$ cat src/rtl/lc3b_types.sv
// lc3b_types: shared LC-3b memory-hierarchy types.
//   lc3b_word / lc3b_block   : physical byte address and cache-line data
//   pmem_arb_state_t         : pmem_arbiter FSM states (IDLE, GRANT_I, GRANT_D)
//   pmem_arb_src_t           : requester identity (SRC_I = 0, SRC_D = 1)
package lc3b_types;

   localparam int LC3B_WORD_W  = 16;
   localparam int LC3B_BLOCK_W = 128;

   typedef logic [LC3B_WORD_W-1:0]  lc3b_word;
   typedef logic [LC3B_BLOCK_W-1:0] lc3b_block;

   typedef enum logic [1:0] {
      IDLE    = 2'd0,
      GRANT_I = 2'd1,
      GRANT_D = 2'd2
   } pmem_arb_state_t;

   typedef enum logic {
      SRC_I = 1'b0,
      SRC_D = 1'b1
   } pmem_arb_src_t;

endpackage

$ cat src/rtl/pmem_arbiter_mux.sv
// pmem_arbiter_mux: combinational steering for the shared pmem port.
//   grant_vld   : a cache currently owns the port
//   grant_src   : which cache owns it (SRC_I / SRC_D)
//   i_* / d_*   : request fields from the I-cache and D-cache
//   pmem_*      : request fields driven to physical memory (0 when no grant)
//   pmem_resp   : completion from memory, steered to the owner's resp only
module pmem_arbiter_mux
   import lc3b_types::*;
#(
   parameter int ADDR_WIDTH  = 16,
   parameter int BLOCK_WIDTH = 128
) (
   input  logic                   grant_vld,
   input  pmem_arb_src_t          grant_src,
   input  logic                   i_pmem_read,
   input  logic                   i_pmem_write,
   input  logic [ADDR_WIDTH-1:0]  i_pmem_address,
   input  logic [BLOCK_WIDTH-1:0] i_pmem_wdata,
   input  logic                   d_pmem_read,
   input  logic                   d_pmem_write,
   input  logic [ADDR_WIDTH-1:0]  d_pmem_address,
   input  logic [BLOCK_WIDTH-1:0] d_pmem_wdata,
   input  logic                   pmem_resp,
   output logic                   pmem_read,
   output logic                   pmem_write,
   output logic [ADDR_WIDTH-1:0]  pmem_address,
   output logic [BLOCK_WIDTH-1:0] pmem_wdata,
   output logic                   i_pmem_resp,
   output logic                   d_pmem_resp
);

   always_comb begin
      pmem_read    = 1'b0;
      pmem_write   = 1'b0;
      pmem_address = '0;
      pmem_wdata   = '0;
      i_pmem_resp  = 1'b0;
      d_pmem_resp  = 1'b0;
      if (grant_vld) begin
         if (grant_src == SRC_D) begin
            pmem_read    = d_pmem_read;
            pmem_write   = d_pmem_write;
            pmem_address = d_pmem_address;
            pmem_wdata   = d_pmem_wdata;
            d_pmem_resp  = pmem_resp;
         end else begin
            pmem_read    = i_pmem_read;
            pmem_write   = i_pmem_write;
            pmem_address = i_pmem_address;
            pmem_wdata   = i_pmem_wdata;
            i_pmem_resp  = pmem_resp;
         end
      end
   end

endmodule

$ cat src/rtl/pmem_arbiter.sv
// pmem_arbiter: shares the single physical-memory port between the I-cache
// and D-cache pmem-side interfaces of the split-cache LC-3b hierarchy.
//   clk, reset_n          : clock (rising edge), async active-low reset
//   i_pmem_* / d_pmem_*   : cache-side request inputs, rdata/resp outputs
//   pmem_*                : physical memory port
// A request sampled in IDLE is granted on the next cycle; the grant is held
// until pmem_resp and is never preempted. Each response is followed by one
// IDLE cycle so the finished requester can drop its request before the next
// arbitration. Default priority is fixed, D over I.
// Optional build macro PMEM_ARBITER_RR_EN: on a tie in IDLE, grant the side
// opposite the last grant (tracked in last_grant_q).
module pmem_arbiter
   import lc3b_types::*;
#(
   parameter int ADDR_WIDTH  = 16,
   parameter int BLOCK_WIDTH = 128
) (
   input  logic                   clk,
   input  logic                   reset_n,
   input  logic                   i_pmem_read,
   input  logic                   i_pmem_write,
   input  logic [ADDR_WIDTH-1:0]  i_pmem_address,
   input  logic [BLOCK_WIDTH-1:0] i_pmem_wdata,
   output logic [BLOCK_WIDTH-1:0] i_pmem_rdata,
   output logic                   i_pmem_resp,
   input  logic                   d_pmem_read,
   input  logic                   d_pmem_write,
   input  logic [ADDR_WIDTH-1:0]  d_pmem_address,
   input  logic [BLOCK_WIDTH-1:0] d_pmem_wdata,
   output logic [BLOCK_WIDTH-1:0] d_pmem_rdata,
   output logic                   d_pmem_resp,
   output logic                   pmem_read,
   output logic                   pmem_write,
   output logic [ADDR_WIDTH-1:0]  pmem_address,
   output logic [BLOCK_WIDTH-1:0] pmem_wdata,
   input  logic [BLOCK_WIDTH-1:0] pmem_rdata,
   input  logic                   pmem_resp
);

   pmem_arb_state_t state_q;
   pmem_arb_state_t state_d;
   logic            i_req;
   logic            d_req;
   logic            grant_vld;
   pmem_arb_src_t   grant_src;

   assign i_req = i_pmem_read | i_pmem_write;
   assign d_req = d_pmem_read | d_pmem_write;

`ifdef PMEM_ARBITER_RR_EN
   pmem_arb_src_t last_grant_q;

   always_ff @(posedge clk or negedge reset_n) begin
      if (!reset_n) begin
         last_grant_q <= SRC_I;
      end else if (state_q == IDLE && state_d != IDLE) begin
         last_grant_q <= (state_d == GRANT_D) ? SRC_D : SRC_I;
      end
   end
`endif

   // Next-state: arbitration happens only in IDLE; a grant ends on pmem_resp.
   always_comb begin
      state_d = state_q;
      case (state_q)
         IDLE: begin
`ifdef PMEM_ARBITER_RR_EN
            if (d_req && i_req) begin
               state_d = (last_grant_q == SRC_D) ? GRANT_I : GRANT_D;
            end else if (d_req) begin
               state_d = GRANT_D;
            end else if (i_req) begin
               state_d = GRANT_I;
            end
`else
            if (d_req) begin
               state_d = GRANT_D;
            end else if (i_req) begin
               state_d = GRANT_I;
            end
`endif
         end
         GRANT_I, GRANT_D: begin
            if (pmem_resp) begin
               state_d = IDLE;
            end
         end
         default: state_d = IDLE;
      endcase
   end

   always_ff @(posedge clk or negedge reset_n) begin
      if (!reset_n) begin
         state_q <= IDLE;
      end else begin
         state_q <= state_d;
      end
   end

   assign grant_vld = (state_q == GRANT_I) || (state_q == GRANT_D);
   assign grant_src = (state_q == GRANT_D) ? SRC_D : SRC_I;

   pmem_arbiter_mux #(
      .ADDR_WIDTH  (ADDR_WIDTH),
      .BLOCK_WIDTH (BLOCK_WIDTH)
   ) u_mux (
      .grant_vld      (grant_vld),
      .grant_src      (grant_src),
      .i_pmem_read    (i_pmem_read),
      .i_pmem_write   (i_pmem_write),
      .i_pmem_address (i_pmem_address),
      .i_pmem_wdata   (i_pmem_wdata),
      .d_pmem_read    (d_pmem_read),
      .d_pmem_write   (d_pmem_write),
      .d_pmem_address (d_pmem_address),
      .d_pmem_wdata   (d_pmem_wdata),
      .pmem_resp      (pmem_resp),
      .pmem_read      (pmem_read),
      .pmem_write     (pmem_write),
      .pmem_address   (pmem_address),
      .pmem_wdata     (pmem_wdata),
      .i_pmem_resp    (i_pmem_resp),
      .d_pmem_resp    (d_pmem_resp)
   );

   // Read data is broadcast; resp is the only qualifier. It is forced to 0
   // while reset is asserted so every output is quiet during reset.
   assign i_pmem_rdata = reset_n ? pmem_rdata : '0;
   assign d_pmem_rdata = reset_n ? pmem_rdata : '0;

   // Requester contract: a granted requester holds its request stable until
   // its resp, and never asserts read and write together.
   a_i_stable: assert property (@(posedge clk) disable iff (!reset_n)
      (state_q == GRANT_I && !pmem_resp) |=>
         ($stable(i_pmem_read) && $stable(i_pmem_write) &&
          $stable(i_pmem_address) && $stable(i_pmem_wdata)));

   a_d_stable: assert property (@(posedge clk) disable iff (!reset_n)
      (state_q == GRANT_D && !pmem_resp) |=>
         ($stable(d_pmem_read) && $stable(d_pmem_write) &&
          $stable(d_pmem_address) && $stable(d_pmem_wdata)));

   a_i_rw_excl: assert property (@(posedge clk) disable iff (!reset_n)
      !(i_pmem_read && i_pmem_write));

   a_d_rw_excl: assert property (@(posedge clk) disable iff (!reset_n)
      !(d_pmem_read && d_pmem_write));

endmodule
$ cat config.mk
export PLATFORM = sky130hd
export DESIGN_NAME = pmem_arbiter
export DESIGN_NICKNAME = d
export VERILOG_FILES = /design/src/rtl/lc3b_types.sv /design/src/rtl/pmem_arbiter_mux.sv /design/src/rtl/pmem_arbiter.sv
export SDC_FILE = /design/constraint.sdc
export NUM_CORES = 1
export LEC_CHECK = 0
export ABC_AREA = 0
export BUFFER_PORTS_ARGS = -buffer_cell sky130_fd_sc_hd__buf_2
export CAP_MARGIN = 15
export CORE_AREA = 5 5 314 316
export DETAILED_ROUTE_END_ITERATION = 16
export DIE_AREA = 0 0 319 321
export GPL_TIMING_DRIVEN = 0
export SLEW_MARGIN = 0
export SYNTH_ARGS = -nofsm -noshare
export SYNTH_HDL_FRONTEND = slang
export SYNTH_SLANG_ARGS = --single-unit
export TNS_END_PERCENT = 20
$ cat constraint.sdc
create_clock -name clk -period 4.4 [get_ports clk]
set_clock_uncertainty 0.1 [all_clocks]
set_input_delay 0.88 -clock clk [delete_from_list [all_inputs] [get_ports clk]]
set_output_delay 0.88 -clock clk [all_outputs]
set_load 0.02 [all_outputs]
==> metrics.md, run 1 <==
| Metric | Value |
|---|---|
| Nets | 1871 |
| Crit-path max FO | 10 |
| Residual DRC | 0 |
| Tcrit/Tclk final | 88.39% |
| Status | complete, no violations |
| Rows | 114 |
| Worst slew pin tran | 0.8917 ns |
| Seq/Total Area, Yosys | 1.100% |
| Core area | 95710 um^2 |
| Die Ht | between 300 and 400 um |
| Initial antenna violation count | slightly below 90 |
| Min Tclk post-route | 3.889 ns |
| Skew-Pair Late Insertion Delay | 0.22 ns |
| Max Transition Viols Final | 0 |
| Root buffer cell | clkbuf_16 |
| Crit start category | primary input |
| Post-synth top cells | nor2b_1, mux2i_1, buf_4 |
| Warnings, synthesis | 0 |
| Global Route Usage Sum | 14.38% |
| Clk sinks | 2 |
| CP Class | primary input to output pin |
| H-tree depth | 1 |
| Worst setup path endpoint | i_pmem_rdata[68] |
| Total of max-cap violations | 0 |
| Unrepaired setup endpoints after global routing | no |
| Vias | 8066 |
| R2R Path Start | state_q[1]$_DFFE_PN0P_ |
| Vias in the first global route | slightly below 8000 |
| Die width | 319 um |
| Syn nets | 1039 |
| Filler cells | 11227 |
| Die area | approximately 100000 um^2 |
| Biggest regs | state_q x2 |
| R2R setup slack | 2.84 ns |
| Max reg flops | 2 |
| First drt pass iteration count | 5 |
| Most common cell in the synthesized netlist | nor2b_1 |
| Number of flops mapped to enable cells by yosys | 0 |
| Final wirelength | 78970 um |
| Setup Buffers After CTS | 0 |
| R2R cell count | 5 |
| Top_reg_cell synth | dfrtp_1 |
| RD Place Congestion | 0.9331 |
| CP Capture Type | output pin |
| Multi-input logic area | 3274 um^2 |
| Async SR Flop Fraction | 100.0% |
| Max-slew headroom at the worst pin | 38.85% |
| Worst reg2reg endpoint | state_q[0]$_DFFE_PN0P_ |
| Placed inst area | 10290 um^2 |
| Seq. cell area | ~50 um^2 |
| I/O pin count | slightly above 800 |
| Fmax | 257.1 MHz |
| DR vias/cell | 2.948 |
| Hold crit path type | primary input to asynchronous set/reset pin |
| Worst-path clk slew | 0.03 ns |
| Share of layout cells above drive strength 1 | roughly two thirds |
| Pwr dens | 497.9 nW/um^2 |
| Dpl hpwl | 75310 um |
| Crit path DAT | 2.91 ns |
| First-pass GRT wire length | 93940 um |
| Mapped Cells | 613 |
| Largest net degree at the start of global routing | 11 |
| CP required | around 3.4 ns |
| Maximum VDD drop | 0.2711 mV |
| Routed length per instance | 28.86 um |
| IO Port Bufs | 826 |
| Final Hold Viols | 0 |
| Seq cells post-synth | 2 |
| Hold-fix buffers at CTS | 0 |
| Total congestion overflow | 0 |
| Synthesized area per cell | 7.421 um^2 |
| P_leak | roughly 5.8 nW |
| CTS tree | built |
| Synth top area share | 32.12% |
| Most flops, register | state_q |
| CTS buffer count | 3 |
| Clock Tree Buf Depth | 2 |
| P&R area growth vs syn | 128.9% |
| Synthesized area | about 4500 um^2 |
| Hold WS | 0.3702 ns |
| Setup Viol. Count Final | 0 |
| DR iter-0 viols | 600 |
| Final instance area | about 10000 um^2 |
| Synth unique cells | 16 |
| Area contributors post-synth | mux2i_1, buf_4, nor2b_1 |
| Routed Antenna Nets | 0 |
| Top cell type by total area after synthesis | mux2i_1 |
| Worst setup path startpoint | reset_n |
| Post-CTS Resized | 0 |
| Initial Util | 4.753% |
[power by group]
part | total (mW) | internal (mW) | switching (mW)
combinational | 5.02 | 1.79 | 3.22
sequential | 0.0315 | 0.0264 | 0.00506
clock | 0.137 | 0.116 | 0.0212
[layer usage]
metal	vias to the layer above	track usage, %	wire (um)
li1	3529	-	-
met1	3639	17.36	31360
met2	696	23.02	34370
met3	154	8.884	11860
met4	48	0.7560	1054
met5	-	0	318
[worst min-delay path by stage]
stage | start | endpoint | slack [ns]
after floorplan | state_q[0]$_DFFE_PN0P_ | state_q[0]$_DFFE_PN0P_ | 0.41
after global placement | state_q[0]$_DFFE_PN0P_ | state_q[0]$_DFFE_PN0P_ | 0.46
after detailed placement | state_q[0]$_DFFE_PN0P_ | state_q[0]$_DFFE_PN0P_ | 0.47
after CTS | reset_n | state_q[1]$_DFFE_PN0P_ | 0.37
after global routing | reset_n | state_q[1]$_DFFE_PN0P_ | 0.38
final | reset_n | state_q[1]$_DFFE_PN0P_ | 0.37
[critical path, cell delays in order]
cell      delay, ns
buf_2          0.15
clkbuf_1       0.35
buf_8          0.21
clkbuf_1       0.63
and2_1         0.38
buf_4          0.15
buf_2          0.15
[cell usage in the layout (no fill, tap or decap), drive strengths merged]
cell type  instances
inv                2
ha                 3
buf              972
a21oi              3
o22ai              1
o21ai              1
mux2i            146
nor2b            147
nor2               3
and2             129
diode             17
o21bai             1
dfrtp              2
nand2              1
clkbuf            32
[cell type report]
| type | instances | area share (%) |
|---|---|---|
| Timing Repair Buffer | 827 | 39.85 |
| Multi-Input combinational cell | 435 | 31.45 |
| Tap cell | 1276 | 15.33 |
| Buffer | 174 | 11.69 |
| Clock buffer | 3 | 0.7210 |
| Sequential cell | 2 | 0.4807 |
| Antenna cell | 17 | 0.4086 |
| Inverter | 2 | 0.07210 |
[stage by stage]
step                      TNS, ns  setup slack [ns]  std cells  power [mW]  util [%]
after global routing            0            0.2895       2720       5.458     10.84
after detailed placement        0            0.2171       2716       5.078     10.76
after floorplan                 0             1.636        613       3.021         -
final                           0            0.5108       2736       5.184     10.88
after CTS                       0            0.2055       2719       5.244     10.83
after global placement    -0.2017           -0.1116       2715       5.062     10.74
[logic make-up after synthesis]
kind of cell | count (synthesis) | synth area share, %
DFF | 2 | 1.100
and+or+nand+nor | 280 | 38.28
adders and majority gates | 3 | 0.8252
buffers and inverters | 176 | 26.92
AOI/OAI and AO/OA | 6 | 0.7425
muxes | 146 | 32.12
No activity file was read; power rests on OpenSTA's default activity.
==> inputs of run 2 (changes only) <==
--- a/config.mk
+++ b/config.mk
@@ -5,12 +5,12 @@
 export SDC_FILE = /design/constraint.sdc
 export NUM_CORES = 1
 export LEC_CHECK = 0
-export ABC_AREA = 0
+export ABC_AREA = 1
 export BUFFER_PORTS_ARGS = -buffer_cell sky130_fd_sc_hd__buf_2
 export CAP_MARGIN = 15
-export CORE_AREA = 5 5 314 316
+export CORE_AREA = 5 5 319 321
 export DETAILED_ROUTE_END_ITERATION = 16
-export DIE_AREA = 0 0 319 321
+export DIE_AREA = 0 0 324 326
 export GPL_TIMING_DRIVEN = 0
 export SLEW_MARGIN = 0
 export SYNTH_ARGS = -nofsm -noshare
==> run 2 against run 1 <==
Against the previous run:
- worst setup slack better by 0.27 ns
- sequential share of layout area hardly changed
- combinational power is 14% higher
- power is 14% higher
- non-clock buffer count is 14 higher
- utilization is 0.60 points lower
- clock-buffer cell count stayed put
- synthesized cell count is 48% higher
- largest power group unchanged
- die area is 3.1% higher
- global-route usage hardly changed
- wire length is 2.8% higher
- highest routed layer unchanged
==> metrics.md, run 2 <==
| Metric | Value |
|---|---|
| Status | complete, no violations |
| Placed inst area | 10040 um^2 (-2.5%) |
| IO Port Bufs | 826 (unchanged) |
| R2R setup slack | 2.69 ns (-0.15 ns) |
| CTS buffer count | 3 (unchanged) |
| Clock Tree Buf Depth | 2 (unchanged) |
| Crit start category | primary input |
| Async SR Flop Fraction | 100.0% (unchanged) |
| Most frequent cells in the layout | buf_2, nor2_1, o21ai_0 |
| Warnings, synthesis | 0 (unchanged) |
| DR iter-0 viols | 555 (-7.5%) |
| CP Capture Type | output pin |
| Synthesized area per cell | 4.702 um^2 (-37%) |
| Fmax | 276.0 MHz (+7.3%) |
| Skew-Pair Late Insertion Delay | 0.22 ns (about the same) |
| Hold WS | 0.4682 ns (+0.09802 ns) |
| First drt pass iteration count | 5 (unchanged) |
| Die Ht | 326 um (+1.6%) |
| Post-CTS Resized | 0 (unchanged) |
| Min Tclk post-route | 3.623 ns (-0.2661 ns) |
| Unrepaired setup endpoints after global routing | no |
| Die width | 324 um (+1.6%) |
| Global Route Usage Sum | 14.37% (about the same) |
| CP required | 3.42 ns (about the same) |
| Final Hold Viols | 0 (unchanged) |
| Rows | 116 (+1.8%) |
| Setup Viol. Count Final | 0 (unchanged) |
| Worst setup path endpoint | i_pmem_rdata[80] |
| Final wirelength | 81180 um (+2.8%) |
| Tot Pwr | 5.899 mW (+14%) |
| Crit-path max FO | 10 (unchanged) |
| Top_reg_cell synth | dfrtp_1 |
| Tcrit/Tclk final | 82.34% (-6.0 points) |
| H-tree depth | 1 (unchanged) |
| Largest net degree at the start of global routing | 11 (unchanged) |
| Synth unique cells | 18 (+2) |
| Worst setup path startpoint | reset_n |
| CP Class | primary input to output pin |
| P_leak | 6.820 nW (+18%) |
| DR vias/cell | 3.015 (+2.3%) |
| Hold crit path type | primary input to asynchronous set/reset pin |
| Commonest non-fill, non-tap cell in the layout | buf_2 |
| Share of layout cells above drive strength 1 | 58.37% (-9.2 points) |
| Root buffer cell | clkbuf_16 |
| Seq/Total Area, Yosys | 1.170% (+0.069 points) |
| Die area | 105600 um^2 (+3.1%) |
| Max-slew headroom at the worst pin | 59.76% (+21 points) |
| Most common cell in the synthesized netlist | nor2_1 |
| Routed length per instance | 26.50 um (-8.2%) |
| Filler cells | 11899 (+6.0%) |
| Vias in the first global route | 8605 (+11%) |
| Top cell type by total area after synthesis | nor2_1 |
| Seq. cell area | 50.05 um^2 (unchanged) |
| First-pass GRT wire length | 96960 um (+3.2%) |
| RD Place Congestion | 0.9733 (+4.3%) |
| Total of max-cap violations | 0 (unchanged) |
| Worst-path clk slew | 0.03 ns (about the same) |
| Seq cells post-synth | 2 (unchanged) |
| Final instance area | 10180 um^2 (-2.3%) |
| Util after Layout | 10.28% (-0.60 points) |
| Routed Antenna Nets | 0 (unchanged) |
| Clk sinks | 2 (unchanged) |
| Total congestion overflow | 0 (unchanged) |
| Number of flops mapped to enable cells by yosys | 0 (unchanged) |
| Nets | 2167 (+16%) |
| Total negative slack | 0 ns (unchanged) |
| Initial Util | 4.323% (-0.43 points) |
| Core area | 98980 um^2 (+3.4%) |
| Worst reg2reg endpoint | state_q[0]$_DFFE_PN0P_ |
| R2R Path Start | state_q[1]$_DFFE_PN0P_ |
| Mapped Cells | 910 (+48%) |
| R2R cell count | 8 (+3) |
| P&R area growth vs syn | 137.8% |
| Synth top area share | 25.44% (-6.7 points) |
| Biggest regs | state_q x2 |
| Syn nets | 1336 (+29%) |
| Synthesized area | 4279 um^2 (-5.9%) |
| Setup Buffers After CTS | 0 (unchanged) |
| Residual DRC | 0 (unchanged) |
| Post-synth top cells | nor2_1, o21ai_0, nand2_1 |
| Dpl hpwl | 77280 um (+2.6%) |
| Maximum VDD drop | 0.3366 mV (+24%) |
| Most flops, register | state_q |
| Worst slew pin tran | 0.5973 ns (-0.2944 ns) |
| Pwr dens | 579.6 nW/um^2 (+16%) |
| Multi-input logic area | 2397 um^2 (-27%) |
| Crit path DAT | 2.64 ns (-0.27 ns) |
| I/O pin count | 827 (unchanged) |
| Max reg flops | 2 (unchanged) |
| Vias | 9234 (+14%) |
| Hold-fix buffers at CTS | 0 (unchanged) |
| Area contributors post-synth | nor2_1, buf_4, o21ai_0 |
| Initial antenna violation count | 93 (+5.7%) |
| CTS tree | built |
| Max Transition Viols Final | 0 (unchanged) |
==> run 2: cell count changes after synthesis, sizes merged, moves of 15 or more <==
| cell | previous run | this run |
|---|---|---|
| nor2b | 147 | 0 |
| nand2 | 1 | 138 |
| mux2i | 146 | 0 |
| buf | 145 | 175 |
| inv | 2 | 138 |
| clkbuf | 29 | 14 |
| and2 | 129 | 0 |
| o21ai | 1 | 146 |
| nor2 | 3 | 290 |
==> run 2: cell type report <==
| class | instances | area share [%] |
|---|---|---|
| Antenna cell | 26 | 0.6393 |
| Buffer | 189 | 12.88 |
| Clock buffer | 3 | 0.7376 |
| Inverter | 138 | 5.114 |
| Multi-Input combinational cell | 581 | 23.56 |
| Sequential cell | 2 | 0.4918 |
| Tap cell | 1298 | 15.96 |
| Timing Repair Buffer | 826 | 40.62 |
==> run 2: worst min-delay path by stage <==
stage	startpoint	end	slack, ns	cells past startpoint
floorplan	state_q[1]$_DFFE_PN0P_	state_q[1]$_DFFE_PN0P_	0.42	2
global placement	state_q[1]$_DFFE_PN0P_	state_q[1]$_DFFE_PN0P_	0.47	2
detailed placement	state_q[1]$_DFFE_PN0P_	state_q[1]$_DFFE_PN0P_	0.47	2
CTS	state_q[0]$_DFFE_PN0P_	state_q[0]$_DFFE_PN0P_	0.48	4
global route	reset_n	state_q[0]$_DFFE_PN0P_	0.48	1
finish	reset_n	state_q[0]$_DFFE_PN0P_	0.47	1
==> run 2: per-layer routing <==
layer / vias to the layer above / share of wire (%) / wire length, um / GRT usage (%)
li1: 4267 / - / - / -
met1: 4119 / 39 / 31290 / 16.82
met2: 662 / 45 / 36300 / 23.48
met3: 124 / 15 / 12290 / 8.822
met4: 62 / 1.1 / 911 / 0.9775
met5: - / 0.48 / 391 / 0
==> run 2: where the power goes <==
part           switching (mW)  leakage (nW)  total [mW]  internal (mW)
Combinational            4.28          6.76        5.73           1.45
Clock                  0.0190        0.0371       0.134          0.115
Sequential            0.00578        0.0255      0.0320         0.0262
Total                    4.31          6.82        5.90           1.59
==> run 2: per-stage QoR <==
step / setup WS, ns / instances
CTS: 0.4867 / 3037
global placement: 0.4952 / 3034
detailed placement: 0.4921 / 3034
finish: 0.7769 / 3063
global route: 0.5205 / 3042
floorplan: 1.811 / 910
==> run 2: cell families after synthesis <==
logic type | share of synthesized area, %
AND/OR/NAND/NOR | 37.84
adder cells (fa/ha/maj) | 0.8773
AO/OA/AOI/OAI | 17.31
flip-flops | 1.170
buffers and inverters | 42.81
==> run 2: worst max-delay path, cell delays in order <==
cell and delay, ns:
buf_2 0.28, buf_2 0.41, buf_2 0.47, nand2_1 0.11
inv_1 0.17, buf_4 0.13, buf_2 0.15
